[src/rtl/wdt_cmd_pkg.sv]
// Shared definitions for the WDT command stream: opcodes, FSM states, frame lengths.
package wdt_cmd_pkg;

    typedef enum logic [1:0] {
        OPC_EN    = 2'b01,
        OPC_LIVE  = 2'b10,
        OPC_TOCNT = 2'b11
    } opc_e;

    typedef enum logic [0:0] {
        IDLE = 1'b0,
        SEND = 1'b1
    } state_e;

    localparam int unsigned TOCNT_W_DEFAULT = 32;

    localparam int unsigned LEN_LIVE  = 2;
    localparam int unsigned LEN_EN    = 3;
    localparam int unsigned LEN_TOCNT = TOCNT_W_DEFAULT + 2;

    // TOCNT frame length for a non-default payload width.
    function automatic int unsigned tocnt_frame_len(input int unsigned width);
        return width + 2;
    endfunction

endpackage

[src/rtl/wdt_cmd_serializer.sv]
// Collects WDT enable/kick/timeout requests and serializes each as an
// opcode+payload frame, MSB first, into the 1-bit command FIFO.
module wdt_cmd_serializer
    import wdt_cmd_pkg::*;
#(
    parameter int unsigned TOCNT_W = TOCNT_W_DEFAULT
) (
    input  logic               w_clk,
    input  logic               w_rst,
    input  logic               en_req,
    input  logic               en_val,
    input  logic               live_req,
    input  logic               tocnt_req,
    input  logic [TOCNT_W-1:0] tocnt_val,
    input  logic               fifo_full,
    output logic               fifo_push,
    output logic               fifo_data,
    output logic               busy,
    output logic               frame_done
);

    localparam int unsigned FRAME_W = TOCNT_W + 2;
    localparam int unsigned CNT_W   = $clog2(TOCNT_W + 3);

    localparam logic [CNT_W-1:0] CNT_LIVE  = CNT_W'(LEN_LIVE);
    localparam logic [CNT_W-1:0] CNT_EN    = CNT_W'(LEN_EN);
    localparam logic [CNT_W-1:0] CNT_TOCNT = CNT_W'(tocnt_frame_len(TOCNT_W));
    localparam logic [CNT_W-1:0] CNT_ONE   = CNT_W'(1);

    state_e               state_q;
    logic                 pend_live_q;
    logic                 pend_en_q;
    logic                 pend_tocnt_q;
    logic                 en_val_q;
    logic [TOCNT_W-1:0]   tocnt_val_q;
    logic [FRAME_W-1:0]   shreg_q;
    logic [CNT_W-1:0]     cnt_q;
    logic                 frame_done_q;

    logic                 grant_live;
    logic                 grant_en;
    logic                 grant_tocnt;
    logic [FRAME_W-1:0]   frame_sel;
    logic [CNT_W-1:0]     len_sel;

    // Fixed-priority grant (LIVE > EN > TOCNT) and the left-aligned frame it selects.
    always_comb begin
        grant_live  = 1'b0;
        grant_en    = 1'b0;
        grant_tocnt = 1'b0;
        frame_sel   = '0;
        len_sel     = '0;
        if (state_q == IDLE) begin
            if (pend_live_q) begin
                grant_live = 1'b1;
                frame_sel  = {OPC_LIVE, {TOCNT_W{1'b0}}};
                len_sel    = CNT_LIVE;
            end else if (pend_en_q) begin
                grant_en  = 1'b1;
                frame_sel = {OPC_EN, en_val_q, {(TOCNT_W - 1){1'b0}}};
                len_sel   = CNT_EN;
            end else if (pend_tocnt_q) begin
                grant_tocnt = 1'b1;
                frame_sel   = {OPC_TOCNT, tocnt_val_q};
                len_sel     = CNT_TOCNT;
            end
        end
    end

    // Pending flags, value capture and the IDLE/SEND frame shifter.
    always_ff @(posedge w_clk) begin
        if (w_rst) begin
            state_q      <= IDLE;
            pend_live_q  <= 1'b0;
            pend_en_q    <= 1'b0;
            pend_tocnt_q <= 1'b0;
            en_val_q     <= 1'b0;
            tocnt_val_q  <= '0;
            shreg_q      <= '0;
            cnt_q        <= '0;
            frame_done_q <= 1'b0;
        end else begin
            frame_done_q <= 1'b0;

            // A new request in the grant cycle keeps the flag set for a later frame.
            pend_live_q  <= live_req  | (pend_live_q  & ~grant_live);
            pend_en_q    <= en_req    | (pend_en_q    & ~grant_en);
            pend_tocnt_q <= tocnt_req | (pend_tocnt_q & ~grant_tocnt);

            if (en_req) begin
                en_val_q <= en_val;
            end
            if (tocnt_req) begin
                tocnt_val_q <= tocnt_val;
            end

            case (state_q)
                IDLE: begin
                    if (grant_live | grant_en | grant_tocnt) begin
                        shreg_q <= frame_sel;
                        cnt_q   <= len_sel;
                        state_q <= SEND;
                    end
                end
                SEND: begin
                    if (!fifo_full) begin
                        shreg_q <= {shreg_q[FRAME_W-2:0], 1'b0};
                        cnt_q   <= cnt_q - CNT_ONE;
                        if (cnt_q == CNT_ONE) begin
                            state_q      <= IDLE;
                            frame_done_q <= 1'b1;
                        end
                    end
                end
                default: state_q <= IDLE;
            endcase
        end
    end

    // Push follows fifo_full directly; fifo_full is registered inside the FIFO.
    always_comb begin
        fifo_push  = (state_q == SEND) & ~fifo_full;
        fifo_data  = shreg_q[FRAME_W-1];
        busy       = (state_q == SEND) | pend_live_q | pend_en_q | pend_tocnt_q;
        frame_done = frame_done_q;
    end

endmodule

[config.mk]
export PLATFORM = sky130hd
export DESIGN_NAME = wdt_cmd_serializer
export DESIGN_NICKNAME = d
export VERILOG_FILES = /design/src/rtl/wdt_cmd_pkg.sv /design/src/rtl/wdt_cmd_serializer.sv
export SDC_FILE = /design/constraint.sdc
export NUM_CORES = 1
export LEC_CHECK = 0
export ABC_AREA = 1
export CAP_MARGIN = 20
export CORE_MARGIN = 10
export CORE_UTILIZATION = 54
export DETAILED_ROUTE_END_ITERATION = 8
export PLACE_DENSITY = 0.84
export SYNTH_ARGS = -nofsm -noshare
export SYNTH_HDL_FRONTEND = slang
export SYNTH_SLANG_ARGS = --single-unit
[constraint.sdc]
create_clock -name w_clk -period 1.3 [get_ports w_clk]
set_input_delay 0.26 -clock w_clk [delete_from_list [all_inputs] [get_ports w_clk]]
set_output_delay 0.26 -clock w_clk [all_outputs]
set_load 0.02 [all_outputs]
== After elaboration in Yosys (flattened, before gate mapping) ==
Cells that the tools add are included.
Word-level totals
  register bits after elaboration: 78
  bits of input ports: 39
  output and inout bits: 4
  logic and storage cells: 58
Cells by class
  add/sub/neg operators: 1
  equal/unequal tests: 3
  mux-type cells: 26
  bitwise logic cells: 17
  reductions and logical operators: 2
Operator list (count)
  $mux 34: 5
  $pmux 34 s2: 1
  $mux 6: 5
  $mux 1: 13
  $pmux 6 s2: 1
  $or 1x1->1: 8
  $eq 6x1->1 const B: 1
  $sub 6x1->6 const B: 1
  $not 1->1: 5
  $and 1x1->1: 4
  $reduce_or 3->1: 1
  $ne 2x1->1 const B: 1
  $ne 2x2->1 const B: 1
  $pmux 1 s2: 1
  $reduce_and 2->1: 1

== Logic depth before layout (Yosys ltp) ==
  depth after elaboration: 7
  mapped depth: 9
  gate-level depth less buffers: 7

== Worst setup path after synthesis ==
No wires, ideal clock.
  path type: reg-to-reg
  from: register state_q
  to: register state_q
  setup time: 115 ps
  arrival: 1269 ps
  required time: 1185 ps
  setup slack: -85 ps
  cell stages (with the launch flop): 6
  buffers on the path: 1
  period minus slack after synthesis: 1385 ps
  path through: dfxtp_1 -> buf_6 -> inv_2 -> nor2_1 -> nand4_1 -> and3_1
On the way
  cells in the longest elaborated chain, start to end: 5
  elaborated cells between the ends (all ways): 8
  those cells by class: 5 x mux; 3 x bitwise
RTL lines
  start: declaration: line wdt_cmd_serializer.sv:30  | state_e state_q;
  start signal: assignment: line wdt_cmd_serializer.sv:73  | state_q <= IDLE;
  start signal: assignment: line wdt_cmd_serializer.sv:102  | state_q <= SEND;
  start signal: assignment: line wdt_cmd_serializer.sv:110  | state_q <= IDLE;
  $mux 1: line wdt_cmd_serializer.sv:53  | if (state_q == IDLE) begin
  $or 1x1->1 (2 in series): line wdt_cmd_serializer.sv:99  | if (grant_live | grant_en | grant_tocnt) begin
  $mux 1: line wdt_cmd_serializer.sv:99
  $pmux 1 s2 *: line wdt_cmd_serializer.sv:97  | case (state_q)
Every way passes the cells marked *; elsewhere a longest branch is shown, timed or not.
A chain may end at the register's enable or synchronous reset.

== Final worst setup path ==
  from: register state_q
  to: register shreg_q[26]
On the way
  cells in the longest elaborated chain, start to end: 5
  elaborated cells between the ends (all ways): 10
  those cells by class: 2 x eq/ne; 4 x mux; 3 x bitwise; 1 x reduce/logical
RTL lines
  $mux 1: line wdt_cmd_serializer.sv:53
  $or 1x1->1 (2 in series): line wdt_cmd_serializer.sv:99
  $ne 2x1->1 (no source line)
  $reduce_and 2->1 (no source line)
  end signal: assignment: line wdt_cmd_serializer.sv:100  | shreg_q <= frame_sel;
  end signal: assignment: line wdt_cmd_serializer.sv:107  | shreg_q <= {shreg_q[FRAME_W-2:0], 1'b0};
  end: declaration: line wdt_cmd_serializer.sv:36  | logic [FRAME_W-1:0] shreg_q;
Parallel ways exist; a longest one is shown, timed or not.

==> metrics.csv <==
metric,value,unit
Die X,96.3,um
clk root buf,clkbuf_8,
Least-Margin Pin Slew,0.253,ns
Final Setup Violations,9,
ys flop type,dfxtp_1,
final core utilization,74.9,%
Detail Placement HPWL,4.84,mm
critical path arrival,1.61,ns
GPL Wtd Cong,0.782,
CTS Hold Bufs,0,
Remaining DRCs,0,
Avg Inst Size Synth,7.74,um^2
"EDFF count, synth",0,
Clock Latency Late Sink,0.36,ns
Critical Path End Type,register,
area grow syn2layout,32.8,%
fmax,745,MHz
Rel. slew slack,83.1,%
Antenna Nets Post-Route,0,
worst hold slack,0.456,ns
CP max stage delay,0.38,ns
CTS H-tree depth,3,
Final #Nets,502,
VDD IR max,808,uV
Leakage,1.61,nW
first-pass GRT wire length,12.6,mm
asr flop ratio synth,0,%
routed wire length,8.42,mm
fin crit period,1.34,ns
most frequent cells in the layout,"dfxtp_1 (74), nor2_1 (73), nand2_1 (46), a21oi_1 (46), o21ai_0 (43)",
Synth Area in Adders,0.796,%
Placement Setup Slack,-0.425,ns
TritonRoute pass-1 iters,6,
DR WL/cell,15.7,um
Worst Slack Setup Final,-0.0415,ns
Comb power frac,20.7,%
grt total ovfl,0,
Startpoint Class,register,
Sw Share,29.0,%
sequential-to-total area share from yosys stat,49.7,%
Setup TNS,-0.181,ns
diode count,0,
num ports,43,
Max Cap Viol,0,
sw power,1.56,mW
vias in the first global route,2829,
Pwr Density,1290,nW/um^2
synthesized flop and latch total,78,
Setup Skew,0.0128,ns
vias,3048,
Slew Limit Fails,0,
initial antenna violation count,0,
Mapped Area,3140,um^2
CTS tree,yes,
failing checks,setup timing,
Finished Layout Cells,536,
area post-placement,3710,um^2
Final Cell Area,4170,um^2
Crit path buffers/inverters,4,
Setup CP Type,reg -> reg,
main combinational cell family by area after synthesis,compound AO/OA/AOI/OAI gates,
Starting Density,56.4,%
number of DRC markers in iteration 0,335,
final hold vios,0,
XOR/XNOR Fraction of Synth Area,0,%
"Max stage delay cell, worst path",dfxtp_4,
critical path's top delay family,buffers and inverters,
Num Clock Sinks,78,
synthesized-area fraction occupied by and/or/nand/nor cells,18.2,%
post-synthesis mux area share,0,%
IO Port Bufs,42,
core region area,5570,um^2
fin crit share,103,%
worst min path class,reg -> reg,
sequential share of power,50.6,%
Cell Int Power,3.84,mW
Cells after DPL,515,
Die Ht,96.3,um
worst endpoint required time,1.57,ns
Vias/cell,5.69,
clock tree buffer depth,2,
"Warnings, synthesis",0,
largest net degree at the start of global routing,38,
layout cells sized above 1,19.8,%
RSZ-0062 raised after global routing,true,
GRT Util Overall,16.9,%
Worst Path Max Fanout,8,
total CTS buffers,9,
"commonest non-fill, non-tap cell in the layout",dfxtp_1,
status,"complete, but fails checks",
Final Power,5.40,mW
FP Rows,27,
Synth Net Count,447,
Unique masters post-synth,26,
Compound-Gate Fraction of Synth Area,24.3,%
Cells after Synth,406,
CP cell instances,inv_2 > buf_4 > nand2_4 > nor2_4 > buf_12 > clkbuf_16 > nand2_1 > a21oi_1,
"Reg clk slew, reported paths",0.08,ns
Clk pwr share,28.7,%
DIE AREA,9270,um^2
## power groups by stage
stage / Sequential [mW] / Combinational (mW) / Clock [mW]
3_5_place_dp: 2.76 / 0.886 / 0
3_3_place_gp: 2.76 / 0.854 / 0
5_1_grt: 2.75 / 1.23 / 1.67
6_report: 2.73 / 1.12 / 1.55
2_1_floorplan: 2.74 / 0.605 / 0
4_1_cts: 2.71 / 0.906 / 1.55
## routing by layer
metal  part of all wire (%)  wire (um)  global-route usage (%)  vias up
met5                      0          0                       0        -
met4                    2.2        187                    7.26        0
li1                       -          -                       -     1466
met2                     49       4080                    26.8      113
met3                    6.5        551                    4.90       19
met1                     43       3590                    20.9     1450
## cells by family (layout without fill, tap and decap cells)
kind of cell	after synthesis	in the layout
and+or+nand+nor	139	139
buffers and inverters	40	98
DFF	78	78
adders and majority gates	2	2
AOI/OAI and AO/OA	147	147
## Yosys cell counts, types with 4 or more instances
cell type | number | area share [%]
dfxtp_1 | 78 | 50
nor2_1 | 75 | 9.0
a21oi_1 | 68 | 11
o21ai_0 | 66 | 11
nand2_1 | 48 | 5.7
clkbuf_1 | 12 | 1.4
inv_1 | 10 | 1.2
a21oi_2 | 7 | 2.0
buf_2 | 7 | 1.1
nand3_1 | 6 | 0.96
o21ai_1 | 5 | 0.80
buf_6 | 4 | 1.4
## cell type report
type | instances | area [um^2]
flip-flops and latches | 78 | 1570
multi-input cells | 288 | 1490
fillers | 416 | 1400
repair buffers | 72 | 820
clock buffers | 12 | 145
well taps | 72 | 90.1
inverters | 12 | 52.6
clock inverters | 2 | 10.0
## path summary, 6_finish.rpt
| kind | from | to | slack, ns | cells past startpoint |
|---|---|---|---|---|
| max | state_q | shreg_q[26] | -0.04 | 8 |
| min | tocnt_val_q[25] | shreg_q[25] | 0.46 | 2 |
| max reg2reg | state_q | shreg_q[26] | -0.04 | 8 |
| min reg2reg | tocnt_val_q[25] | shreg_q[25] | 0.46 | 2 |
## worst register-to-register path, delay by kind of cell, from the launching register on
| kind | cells | cell delay (ns) |
|---|---|---|
| buf+inv | 4 | 0.48 |
| flops | 1 | 0.38 |
| simple gates | 3 | 0.23 |
| compound gates | 1 | 0.15 |
## sequential cells by signal, indices dropped and copies added (netlist names)
register / flops
pend_en_q: 1
pend_live_q: 1
pend_tocnt_q: 1
frame_done: 1
tocnt_val_q: 32
shreg_q: 34
en_val_q: 1
cnt_q: 6
state_q: 1
## what timing repair did
action,4_1_cts,5_1_grt
endpoints found under the setup margin,41,40
gates resized for setup,21,65
cloned,0,5
setup buffers,1,1
pin swaps,1,4
Power figures use the tool's default switching activity.
